===== config.mk =====
export PLATFORM = sky130hd
export DESIGN_NAME = uart_receiver
export DESIGN_NICKNAME = d
export VERILOG_FILES = /design/src/rtl/uart_pkg.sv /design/src/rtl/uart_bit_timer.sv /design/src/rtl/uart_receiver.sv
export SDC_FILE = /design/constraint.sdc
export NUM_CORES = 1
export LEC_CHECK = 0
export CAP_MARGIN = 25
export CELL_PAD_IN_SITES_DETAIL_PLACEMENT = 0
export CELL_PAD_IN_SITES_GLOBAL_PLACEMENT = 1
export CORE_ASPECT_RATIO = 2
export CORE_MARGIN = 2
export CORE_UTILIZATION = 52
export CTS_BUF_LIST = sky130_fd_sc_hd__clkbuf_8
export CTS_CLUSTER_SIZE = 10
export DETAILED_ROUTE_END_ITERATION = 6
export PLACE_DENSITY = 0.95
export REMOVE_ABC_BUFFERS = 1
export SYNTH_ARGS = -nofsm -noshare
export SYNTH_HDL_FRONTEND = slang
export SYNTH_SLANG_ARGS = --single-unit

===== constraint.sdc =====
create_clock -name clk -period 4.7 [get_ports clk]
set_input_delay 0.94 -clock clk [delete_from_list [all_inputs] [get_ports clk]]
set_output_delay 0.94 -clock clk [all_outputs]
set_load 0.03 [all_outputs]

===== src/rtl/uart_pkg.sv =====
// Shared UART types and constants: receiver FSM states, shift-direction codes
// common with the transmit side, and a small width helper.
package uart_pkg;

  typedef enum logic [1:0] {IDLE, DELAY, RECV, DONE} rx_state_t;

  localparam logic [1:0] SHIFT_NONE  = 2'd0;
  localparam logic [1:0] SHIFT_RIGHT = 2'd1;
  localparam logic [1:0] SHIFT_LEFT  = 2'd2;

  // Counter widths never drop below one bit, even for degenerate ranges.
  function automatic int unsigned min1(input int unsigned v);
    return (v < 1) ? 1 : v;
  endfunction

endpackage


===== src/rtl/uart_bit_timer.sv =====
// Bit-period tick counter: counts 0..cycleDiv-1 while enabled and pulses
// midTick at the bit centre and endTick on the final cycle of each period.
module uart_bit_timer
  import uart_pkg::*;
#(
  parameter int unsigned cycleDiv = 100
) (
  input  logic clk,
  input  logic reset,
  input  logic clear,
  input  logic en,
  output logic midTick,
  output logic endTick
);

  localparam int unsigned TW = min1($clog2(cycleDiv));
  localparam logic [TW-1:0] MID_CNT  = TW'(cycleDiv / 2 - 1);
  localparam logic [TW-1:0] LAST_CNT = TW'(cycleDiv - 1);

  logic [TW-1:0] tick_q, tick_d;

  assign midTick = en & ~clear & (tick_q == MID_CNT);
  assign endTick = en & ~clear & (tick_q == LAST_CNT);

  always_comb begin
    tick_d = tick_q;
    if (clear) begin
      tick_d = '0;
    end else if (en) begin
      tick_d = endTick ? '0 : tick_q + TW'(1);
    end
  end

  always_ff @(posedge clk or posedge reset) begin
    if (reset) tick_q <= '0;
    else       tick_q <= tick_d;
  end

endmodule


===== src/rtl/uart_receiver.sv =====
// UART receive end: start-edge detect, delay/receive FSM, LSB-first shift
// register and output word with 1-cycle valid. UART_REC_SYNC_EN adds 2-flop input synchronisers.
module uart_receiver
  import uart_pkg::*;
#(
  parameter int unsigned packetSize      = 16,
  parameter int unsigned cycleDiv        = 100,
  parameter int unsigned propDelayOffset = 1
) (
  input  logic                  clk,
  input  logic                  reset,
  input  logic                  bsIn,
  input  logic                  sendSig,
  output logic [packetSize-1:0] dataOut,
  output logic                  dValid,
  output logic                  busy
);

  localparam int unsigned BW = min1($clog2(packetSize + 1));
  localparam int unsigned DW = min1($clog2(propDelayOffset + 1));
  localparam logic [BW-1:0] BIT_LAST = BW'(packetSize - 1);
  localparam logic [DW-1:0] DLY_LAST = DW'((propDelayOffset == 0) ? 0 : propDelayOffset - 1);
  localparam logic [1:0]    SHIFT_DIR = SHIFT_RIGHT;

  logic bs_w, ss_w;

`ifdef UART_REC_SYNC_EN
  logic [1:0] bs_sync_q, ss_sync_q;
  always_ff @(posedge clk or posedge reset) begin
    if (reset) begin
      bs_sync_q <= '0;
      ss_sync_q <= '1;
    end else begin
      bs_sync_q <= {bs_sync_q[0], bsIn};
      ss_sync_q <= {ss_sync_q[0], sendSig};
    end
  end
  assign bs_w = bs_sync_q[1];
  assign ss_w = ss_sync_q[1];
`else
  assign bs_w = bsIn;
  assign ss_w = sendSig;
`endif

  rx_state_t             state_q, state_d;
  logic                  ss_hist_q;
  logic [BW-1:0]         bit_q, bit_d;
  logic [DW-1:0]         dly_q, dly_d;
  logic [packetSize-1:0] shift_q, shift_d, shifted;
  logic [packetSize-1:0] data_q, data_d;
  logic                  valid_q, valid_d;
  logic                  start, timer_clr, midTick, endTick;

  assign start   = ss_w & ~ss_hist_q;
  assign busy    = (state_q == DELAY) || (state_q == RECV);
  assign dataOut = data_q;
  assign dValid  = valid_q;

  // Timer is cleared on the start edge and then free-runs through DELAY and RECV,
  // so bit centres land at whole periods after the start plus half a period.
  uart_bit_timer #(.cycleDiv(cycleDiv)) u_timer (
    .clk    (clk),
    .reset  (reset),
    .clear  (timer_clr),
    .en     (busy),
    .midTick(midTick),
    .endTick(endTick)
  );

  always_comb begin
    case (SHIFT_DIR)
      SHIFT_LEFT: shifted = {shift_q[packetSize-2:0], bs_w};
      SHIFT_NONE: shifted = shift_q;
      default:    shifted = {bs_w, shift_q[packetSize-1:1]};
    endcase
  end

  always_comb begin
    state_d   = state_q;
    bit_d     = bit_q;
    dly_d     = dly_q;
    shift_d   = shift_q;
    data_d    = data_q;
    valid_d   = 1'b0;
    timer_clr = 1'b0;
    case (state_q)
      IDLE: if (start) begin
        timer_clr = 1'b1;
        bit_d     = '0;
        dly_d     = '0;
        state_d   = (propDelayOffset == 0) ? RECV : DELAY;
      end
      DELAY: if (endTick) begin
        if (dly_q == DLY_LAST) state_d = RECV;
        else                   dly_d   = dly_q + DW'(1);
      end
      RECV: if (midTick) begin
        shift_d = shifted;
        if (bit_q == BIT_LAST) state_d = DONE;
        else                   bit_d   = bit_q + BW'(1);
      end
      DONE: begin
        data_d  = shift_q;
        valid_d = 1'b1;
        state_d = IDLE;
      end
      default: state_d = IDLE;
    endcase
  end

  always_ff @(posedge clk or posedge reset) begin
    if (reset) begin
      state_q   <= IDLE;
      ss_hist_q <= 1'b1;
      bit_q     <= '0;
      dly_q     <= '0;
      shift_q   <= '0;
      data_q    <= '0;
      valid_q   <= 1'b0;
    end else begin
      state_q   <= state_d;
      ss_hist_q <= ss_w;
      bit_q     <= bit_d;
      dly_q     <= dly_d;
      shift_q   <= shift_d;
      data_q    <= data_d;
      valid_q   <= valid_d;
    end
  end

endmodule

==> results by group, run 1 <==
Power and ir drop
  • NetSw: 143 uW
  • Leak Pwr: 0.00124 uW
  • Comb power frac: 1.9%
  • VDD IR max: 0.000266 V
  • Internal Dissipation: 592 uW
  • Clock group share of total power: 41.8%
  • Sw frac: 19.5%
  • PD cells: 278 nW/um^2
  • Sequential fraction of design power: 56.3%

Clock tree
  • Clock Latency Late Sink: 300 ps
  • Clock sink count: 48
  • Cts bufs inserted: 5
  • CTS Root Buffer Type: clkbuf_8
  • # hold bufs at CTS: 0
  • H-Tree Depth: 2
  • PostCTS Resize Cnt: 0
  • Max clock buf depth: 2
  • # Post-CTS Setup Buffers: 0
  • Clk slew on worst S/H paths: 90 ps
  • CTS tree: done

Die
  • Die span in y: 97.3 um
  • Die width: 50.6 um
  • Die ar.: 4930 um^2
  • Core Rows: 34
  • Core area: 4250 um^2
  • I/O pins: 22
  • Initial core utilization: 53.2%

Min path
  • Hold Path End: dataOut[5]
  • Worst hold path type: reg -> reg
  • Hold Startpoint: dataOut[5]
  • Hold Path Cell Cnt: 1

Route
  • Vias per inst: 5.71
  • Via count: 1444
  • Final wirelength: 3.67 mm
  • Detail-routed net length per standard cell: 14.5 um
  • Routed Antenna Nets: 0
  • Router iterations before antenna repair: 4
  • 1st-iter DRT viols: 31
  • DRC errors left: 0

Critical path
  • Worst path slowest cell: clkdlybuf4s50_1
  • Reg2reg start: bit_q[0]
  • CP Buf/Inv Count: 2
  • R2r setup slk: 2520 ps
  • CP Data Required Time: 3760 ps
  • Crit Path Max Fanout: 10
  • CP endpoint kind: primary output
  • Reg2reg end: bit_q[0]
  • Crit Path Class: reg -> out
  • Cell family contributing the most delay on the critical path: buffers and inverters
  • Critical path cell sequence: inv_1 -> ha_1 -> clkdlybuf4s50_1
  • CP arrival: 2020 ps
  • Register-to-Register Path Depth: 7
  • Critical Path Start Type: flop
  • CP max stage delay: 740 ps

Synth
  • Post-synth top flop: dfrtp_1
  • Average size of a mapped cell: 12.9 um^2
  • Synthesized area: 2260 um^2
  • Yosys warning count: 0
  • Post-synth EDFFs: 0
  • Register bit total from synthesis: 48
  • Mapped Cells: 175
  • Yosys cell types: 45
  • Post-synth ARST share: 100%
  • Post-synthesis sequential area ratio: 53.2%

Global routing
  • Global-route wire length before repair: 6.24 mm
  • Aggregate global-route resource usage: 16.3%
  • Vias in the first global route: 1333
  • Largest net degree at the start of global routing: 49
  • Initial antenna violation count: 0
  • Congestion Overflow GR: 0

Layout
  • Post-route insts no fill: 253
  • Area growth syn-to-layout: 17.1%
  • Nets: 210
  • Diodes inserted: 0
  • Fillers: 347
  • Most frequent cells in the layout: dfrtp_1, mux2_2, clkdlybuf4s50_1
  • Layout cells sized above 1: 24.6%
  • Commonest non-fill, non-tap cell in the layout: dfrtp_1

Placement
  • Port bufs: 21
  • Inst Count DP: 244
  • HPWL Detailed: 2.46 mm
  • GPL Wtd Cong: 0.788

Timing
  • Least-Margin Pin Slew: 774 ps
  • Setup TNS: 0 ps
  • Final hold slack: 511 ps
  • Crit share post-route: 62.9%
  • Max-slew violations: 0
  • Peak Freq: 338 MHz
  • Unrepaired setup endpoints after global routing: no
  • Final setup vio count: 0
  • Worst Clk Skew: 12.5 ps
  • Endpoints failing hold: 0
  • Slew Limit Headroom: 48.4%
  • Post-route minimum period: 2960 ps

Run status
  • Status: finished clean

Job
  • Max cap viols: 0
==> worst register-to-register path: stages (launching register included) <==
cell      delay [ps]
dfrtp_1          440
ha_1             250
and3_1           190
ha_1             200
and4bb_2         310
and4_2           300
o21ai_2           90
a211o_1          290
==> kinds of logic after synthesis <==
| group | share of synthesized area [%] |
|---|---|
| DFF | 53.2 |
| xor gates and xnor gates | 0.774 |
| adders and majority gates | 4.42 |
| and+or+nand+nor | 11.4 |
| muxes | 17.9 |
| AOI/OAI and AO/OA | 9.51 |
| buffers and inverters | 2.88 |
==> synthesized netlist by cell type, drive strengths merged (2+ instances only) <==
cell | count | area, um^2
dfrtp | 47 | 1180
mux2 | 32 | 394
nand2 | 10 | 37.5
inv | 9 | 33.8
ha | 8 | 100
nand3 | 7 | 35.0
nor2 | 7 | 26.3
o21ai | 6 | 33.8
clkbuf | 4 | 16.3
a211oi | 3 | 22.5
nand4 | 3 | 33.8
a211o | 2 | 17.5
a21o | 2 | 15.0
a22o | 2 | 17.5
a31oi | 2 | 12.5
and3b | 2 | 17.5
and4b | 2 | 20.0
buf | 2 | 15.0
nor3b | 2 | 26.3
o211ai | 2 | 15.0
o2bb2ai | 2 | 17.5
xnor2 | 2 | 17.5
==> registers in the layout, summed over array words and instances, names as in the netlist <==
| register | flops |
|---|---|
| shift_q | 16 |
| u_timer.tick_q | 7 |
| bit_q | 5 |
| dataOut | 16 |
| ss_hist_q | 1 |
| dValid | 1 |
| state_q | 2 |
==> worst max-delay path by stage <==
stage / start / endpoint / slack, ps / depth (start not counted)
3_3_place_gp: state_q[0] / busy / 2140 / 3
3_5_place_dp: state_q[0] / busy / 2080 / 3
6_report: state_q[0] / busy / 1740 / 3
5_1_grt: state_q[0] / busy / 1630 / 3
4_1_cts: state_q[0] / busy / 1730 / 3
2_1_floorplan: reset / bit_q[0] / 2620 / 1
==> routing by layer <==
metal  wire length, um  vias to the layer above  GRT usage (%)
met4                69                        0           6.86
met3               126                        6           3.08
met5                 0                        -              0
met1              1710                      724           22.4
met2              1770                       29           25.1
li1                  -                      685              -
==> through the flow <==
step	power (uW)	cell area (um^2)	setup slack (ps)	util [%]
floorplan	430	2230	2620	-
global placement	435	2510	2140	59.0
detailed placement	435	2510	2080	59.0
CTS	743	2630	1730	61.8
global route	762	2650	1630	62.3
finish	736	2650	1740	62.3
==> layout make-up <==
cell class | instances | area, um^2 | area share [%]
tap | 54 | 67.6 | 2.55
clock buffer | 6 | 82.6 | 3.12
clock inverter | 2 | 38.8 | 1.46
multi-input combinational | 112 | 995 | 37.5
timing repair buffer | 22 | 230 | 8.69
sequential | 48 | 1200 | 45.4
inverter | 9 | 33.8 | 1.27
==> power by group through the flow <==
stage	clock network [uW]	logic, uW	registers, uW
global placement	0	12.5	422
global route	332	16.2	415
finish	307	14.2	414
detailed placement	0	12.8	423
CTS	316	12.8	414
floorplan	0	7.34	422
No activity file was read; power rests on OpenSTA's default activity.
==> run 2, diff against run 1 <==
--- a/config.mk
+++ b/config.mk
@@ -10,11 +10,11 @@
 export CELL_PAD_IN_SITES_GLOBAL_PLACEMENT = 1
 export CORE_ASPECT_RATIO = 2
 export CORE_MARGIN = 2
-export CORE_UTILIZATION = 52
+export CORE_UTILIZATION = 48
 export CTS_BUF_LIST = sky130_fd_sc_hd__clkbuf_8
 export CTS_CLUSTER_SIZE = 10
 export DETAILED_ROUTE_END_ITERATION = 6
-export PLACE_DENSITY = 0.95
+export PLACE_DENSITY = 0.9
 export REMOVE_ABC_BUFFERS = 1
 export SYNTH_ARGS = -nofsm -noshare
 export SYNTH_HDL_FRONTEND = slang
==> constraint.sdc (replaced) <==
create_clock -name clk -period 3.1 [get_ports clk]
set_input_delay 0.62 -clock clk [delete_from_list [all_inputs] [get_ports clk]]
set_output_delay 0.62 -clock clk [all_outputs]
set_load 0.03 [all_outputs]
==> run 2 against run 1 <==
Clock power up 27%. Via count increased by 0.69%. Final cell count is 1.2% higher. Worst hold slack gained 2.7 ps. Design area decreased by 0.52%. Total power increased by 41%. Clock skew down 7.1 ps. Global-route usage rose by 1.3 points. Critical path type unchanged.
==> results by group, run 2 (same netlist as run 1, synthesis figures left out) <==
Timing
  • Slew Limit Headroom: 45.9% (-2.5 points)
  • Max-slew violations: 0 (unchanged)
  • Least-Margin Pin Slew: 811 ps (+37.2 ps)
  • Endpoints failing hold: 0 (unchanged)
  • Peak Freq: 377 MHz
  • Crit share post-route: 85.5%
  • Post-route minimum period: 2650 ps
  • Unrepaired setup endpoints after global routing: no
  • Setup TNS: 0 ps (unchanged)
  • Final setup vio count: 0 (unchanged)
  • Worst Clk Skew: 5.39 ps (-7.12 ps)

Route
  • Router iterations before antenna repair: 4 (unchanged)
  • Routed Antenna Nets: 0 (unchanged)
  • Via count: 1454 (+0.69%)
  • Vias per inst: 5.68 (-0.49%)
  • Detail-routed net length per standard cell: 15.9 um (+9.8%)
  • 1st-iter DRT viols: 19 (-39%)
  • DRC errors left: 0 (unchanged)
  • Final wirelength: 4.08 mm (+11%)

Min path
  • Worst hold path type: reg -> reg

Critical path
  • CP arrival: 2030 ps (about the same)
  • Crit Path Max Fanout: 10 (unchanged)
  • CP endpoint kind: primary output
  • Critical Path Start Type: flop
  • CP Data Required Time: 2480 ps (-1280 ps)
  • Crit Path Class: reg -> out

Clock tree
  • CTS tree: done
  • Clk slew on worst S/H paths: 90 ps (about the same)
  • # hold bufs at CTS: 0 (unchanged)
  • CTS Root Buffer Type: clkbuf_8
  • # Post-CTS Setup Buffers: 0 (unchanged)
  • Clock Latency Late Sink: 300 ps (about the same)
  • Max clock buf depth: 2 (unchanged)
  • Cts bufs inserted: 5 (unchanged)
  • Clock sink count: 48 (unchanged)
  • PostCTS Resize Cnt: 0 (unchanged)
  • H-Tree Depth: 2 (unchanged)

Global routing
  • Global-route wire length before repair: 6.99 mm (+12%)
  • Aggregate global-route resource usage: 17.5% (+1.3 points)
  • Initial antenna violation count: 0 (unchanged)
  • Congestion Overflow GR: 0 (unchanged)
  • Largest net degree at the start of global routing: 20 (-59%)
  • Vias in the first global route: 1552 (+16%)

Layout
  • Diodes inserted: 0 (unchanged)
  • Nets: 212 (+0.95%)
  • Layout cells sized above 1: 24.9% (+0.25 points)
  • Commonest non-fill, non-tap cell in the layout: dfrtp_1
  • Post-route insts no fill: 256 (+1.2%)
  • Fin area: 2640 um^2 (-0.52%)
  • Fillers: 393 (+13%)
  • Area growth syn-to-layout: 16.5%
  • Most frequent cells in the layout: dfrtp_1, mux2_2, clkdlybuf4s50_1

Placement
  • Cell Area, Placed: 2540 um^2 (+1.2%)
  • Port bufs: 21 (unchanged)
  • HPWL Detailed: 3.12 mm (+27%)
  • GPL Wtd Cong: 0.780 (-0.99%)
  • Inst Count DP: 248 (+1.6%)

Die
  • Core area: 4550 um^2 (+7.1%)
  • Initial core utilization: 49.7% (-3.5 points)
  • Die ar.: 5310 um^2 (+7.8%)
  • I/O pins: 22 (unchanged)
  • Die width: 52.5 um (+3.8%)
  • Die span in y: 101 um (+3.9%)
  • Core Rows: 35 (+2.9%)

Job
  • Max cap viols: 0 (unchanged)

Power and ir drop
  • VDD IR max: 0.000325 V (+22%)
  • Leak Pwr: 0.00123 uW (-0.39%)
  • PD cells: 395 nW/um^2 (+42%)

Run status
  • Status: finished clean
run 2: cell count changes in the layout (fill, tap and decap cells not counted), sizes merged:
cell,delta
buf,+2
bufinv,-1
clkinv,+1
run 2: routing by layer:
metal / share of wire (%) / global-route usage, % / wire length (um) / vias up
met5: 0 / 0 / 0 / -
met4: 2.3 / 8.09 / 94 / 0
met3: 2.8 / 3.12 / 115 / 8
met2: 56 / 31.5 / 2280 / 26
met1: 39 / 19.0 / 1590 / 740
li1: - / - / - / 680
run 2: worst paths after layout:
| check | start | depth (start not counted) | slack [ps] | to |
|---|---|---|---|---|
| setup / recovery | state_q[0] | 3 | 450 | busy |
| setup reg to reg | bit_q[0] | 7 | 880 | bit_q[0] |
| max in group asynchronous | reset | 4 | 1770 | dataOut[13] |
| hold reg to reg | dataOut[4] | 1 | 510 | dataOut[4] |
| hold / removal | dataOut[4] | 1 | 510 | dataOut[4] |
| min in group asynchronous | reset | 2 | 650 | bit_q[2] |
run 2: power by group:
part | switching (uW) | internal [uW] | total (uW)
Clock | 207 | 182 | 389
Combinational | 14.6 | 7.92 | 22.6
Sequential | 0.718 | 627 | 628
run 2: final cells by class:
type                            instances  area, um^2  share of cell area, %
Clock buffer                            6        82.6                   3.13
Clock inverter                          2        13.8                  0.522
Inverter                                9        33.8                   1.28
Multi-Input combinational cell        112         995                   37.7
Sequential cell                        48        1200                   45.6
Tap cell                               55        68.8                   2.61
Timing Repair Buffer                   24         240                   9.11
run 2: metrics by stage:
| step | util (%) | power (uW) | hold WS [ps] | worst slack (ps) |
|---|---|---|---|---|
| 2_1_floorplan | - | 651 | 476 | 1090 |
| 3_3_place_gp | 55.4 | 661 | 490 | 834 |
| 5_1_grt | 57.9 | 1080 | 538 | 390 |
| 4_1_cts | 57.9 | 1050 | 515 | 445 |
| 6_report | 57.9 | 1040 | 514 | 449 |
| 3_5_place_dp | 55.8 | 664 | 495 | 784 |
run 2: critical path, cell delays in order, from the launching register on:
cell and delay (ps):
dfrtp_1 400, inv_1 90, ha_1 500, clkdlybuf4s50_1 740
==> run 3, diff against run 2 <==
--- a/config.mk
+++ b/config.mk
@@ -9,7 +9,6 @@
 export CELL_PAD_IN_SITES_DETAIL_PLACEMENT = 0
 export CELL_PAD_IN_SITES_GLOBAL_PLACEMENT = 1
 export CORE_ASPECT_RATIO = 2
-export CORE_MARGIN = 2
 export CORE_UTILIZATION = 48
 export CTS_BUF_LIST = sky130_fd_sc_hd__clkbuf_8
 export CTS_CLUSTER_SIZE = 10
==> run 3 against run 2 <==
Register-to-register slack lost 30 ps. Clock skew shrank 1.7 ps. Combinational power shrank 5%. Worst setup slack lost 3.6 ps. First-iteration DRC count is the same. Critical path depth is the same. Critical path type unchanged. Sequential cell count is the same. Critical endpoint unchanged. Total power grew 3.9%. Via count grew 0.69%.
==> results by group, run 3 (same netlist as run 1, synthesis figures left out) <==
Run status
  • Status: finished clean

Clock tree
  • PostCTS Resize Cnt: 0 (unchanged)
  • # hold bufs at CTS: 0 (unchanged)
  • # Post-CTS Setup Buffers: 0 (unchanged)
  • Max clock buf depth: 2 (unchanged)
  • Cts bufs inserted: 5 (unchanged)
  • Clock sink count: 48 (unchanged)
  • H-Tree Depth: 2 (unchanged)
  • Clk slew on worst S/H paths: 80 ps (about the same)
  • Clock Latency Late Sink: 300 ps (about the same)
  • CTS Root Buffer Type: clkbuf_8
  • CTS tree: done

Global routing
  • Vias in the first global route: 1530 (-1.4%)
  • M2 GR Usage: 31.3% (-0.26 points)
  • Busiest grt layer: met2
  • Aggregate global-route resource usage: 18.3% (+0.73 points)
  • Global-route wire length before repair: 6.91 mm (-1.2%)
  • Congestion Overflow GR: 0 (unchanged)
  • Initial antenna violation count: 0 (unchanged)
  • M3 GR Usage: 3.86% (+0.74 points)
  • GR met1 Demand/Resource: 20.5% (+1.5 points)
  • Largest net degree at the start of global routing: 49 (+150%)

Die
  • Die width: 50.5 um (-3.8%)
  • Die span in y: 99.1 um (-2.0%)
  • I/O pins: 22 (unchanged)
  • Initial core utilization: 49.7% (unchanged)
  • Core area: 4550 um^2 (unchanged)
  • Core Rows: 35 (unchanged)
  • Die ar.: 5010 um^2 (-5.7%)

Timing
  • Peak Freq: 377 MHz (-0.13%)
  • Final setup vio count: 0 (unchanged)
  • Final hold slack: 512 ps (-1.70 ps)
  • Least-Margin Pin Slew: 795 ps (-16.0 ps)
  • Slew Limit Headroom: 47.0% (+1.1 points)
  • Post-route minimum period: 2650 ps (+3.58 ps)
  • Endpoints failing hold: 0 (unchanged)
  • Worst Clk Skew: 3.68 ps (-1.71 ps)
  • Setup TNS: 0 ps (unchanged)
  • Max-slew violations: 0 (unchanged)
  • Crit share post-route: 85.6% (+0.12 points)
  • Unrepaired setup endpoints after global routing: no

Route
  • Router iterations before antenna repair: 4 (unchanged)
  • DRC errors left: 0 (unchanged)
  • Final wirelength: 4.10 mm (+0.51%)
  • Routed Antenna Nets: 0 (unchanged)
  • Detail-routed net length per standard cell: 16.1 um (+1.3%)
  • Via count: 1464 (+0.69%)
  • 1st-iter DRT viols: 19 (unchanged)
  • Vias per inst: 5.76 (+1.5%)

Layout
  • Most frequent cells in the layout: dfrtp_1, mux2_2, clkdlybuf4s50_1
  • Nets: 210 (-0.94%)
  • Layout cells sized above 1: 24.1% (-0.76 points)
  • Diodes inserted: 0 (unchanged)
  • Commonest non-fill, non-tap cell in the layout: dfrtp_1
  • Area growth syn-to-layout: 16.6% (about the same)

Critical path
  • Crit Path Class: reg -> out
  • Critical Path Start Type: flop
  • Crit Path Max Fanout: 10 (unchanged)
  • CP endpoint kind: primary output
  • CP Data Required Time: 2480 ps (about the same)
  • CP arrival: 2030 ps (about the same)

Power and ir drop
  • Leak Pwr: 0.00123 uW (+0.23%)
  • VDD IR max: 0.000231 V (-29%)
  • PD cells: 410 nW/um^2 (+3.9%)

Placement
  • Port bufs: 21 (unchanged)
  • HPWL Detailed: 2.94 mm (-5.7%)
  • GPL Wtd Cong: 0.802 (+2.8%)

Job
  • Max cap viols: 0 (unchanged)

Min path
  • Worst hold path type: reg -> reg
-- run 3: power by group --
part	total [uW]	internal, uW	switching, uW	leakage, uW
Sequential	628	627	0.844	0.000619
Clock	431	236	195	0.0000593
Combinational	21.4	7.19	14.3	0.000556
Total	1080	870	210	0.00123
-- run 3: through the flow --
stage          total power [uW]  setup WS, ps  instance area [um^2]  utilization, %  cells
3_3_place_gp                659           842                  2510            55.1    245
4_1_cts                    1100           430                  2620            57.5    253
6_report                   1080           445                  2640            57.9    254
2_1_floorplan               651          1090                  2230               -    169
3_5_place_dp                660           780                  2510            55.1    245
5_1_grt                    1130           358                  2640            57.9    254
-- run 3: critical path, cell delays in order (launching register included) --
cell and delay [ps]:
dfrtp_1 410, inv_1 90, ha_1 500, clkdlybuf4s50_1 740
-- run 3: area by class of cell --
type                    count  area (um^2)
multi-input cells         112          995
well taps                  55         68.8
clock inverters             3         38.8
inverters                   9         33.8
fillers                   377         1920
flip-flops and latches     48         1200
clock buffers               5         68.8
repair buffers             22          230
-- run 3: final timing paths --
kind	startpoint	endpoint	slack, ps	cells after the start
worst min register to register	dataOut[13]	dataOut[13]	510	1
max in group asynchronous	reset	ss_hist_q	2080	3
worst min-delay path	dataOut[13]	dataOut[13]	510	1
worst max register to register	bit_q[0]	bit_q[0]	850	7
min in group asynchronous	reset	dataOut[6]	520	2
worst max-delay path	state_q[0]	busy	450	3
-- run 3: layer usage --
| layer | routed length (um) | vias to the layer above | share of wire (%) |
|---|---|---|---|
| met5 | 0 | - | 0 |
| met4 | 109 | 0 | 2.7 |
| met3 | 119 | 13 | 2.9 |
| met2 | 2300 | 34 | 56 |
| met1 | 1570 | 737 | 38 |
| li1 | - | 680 | - |
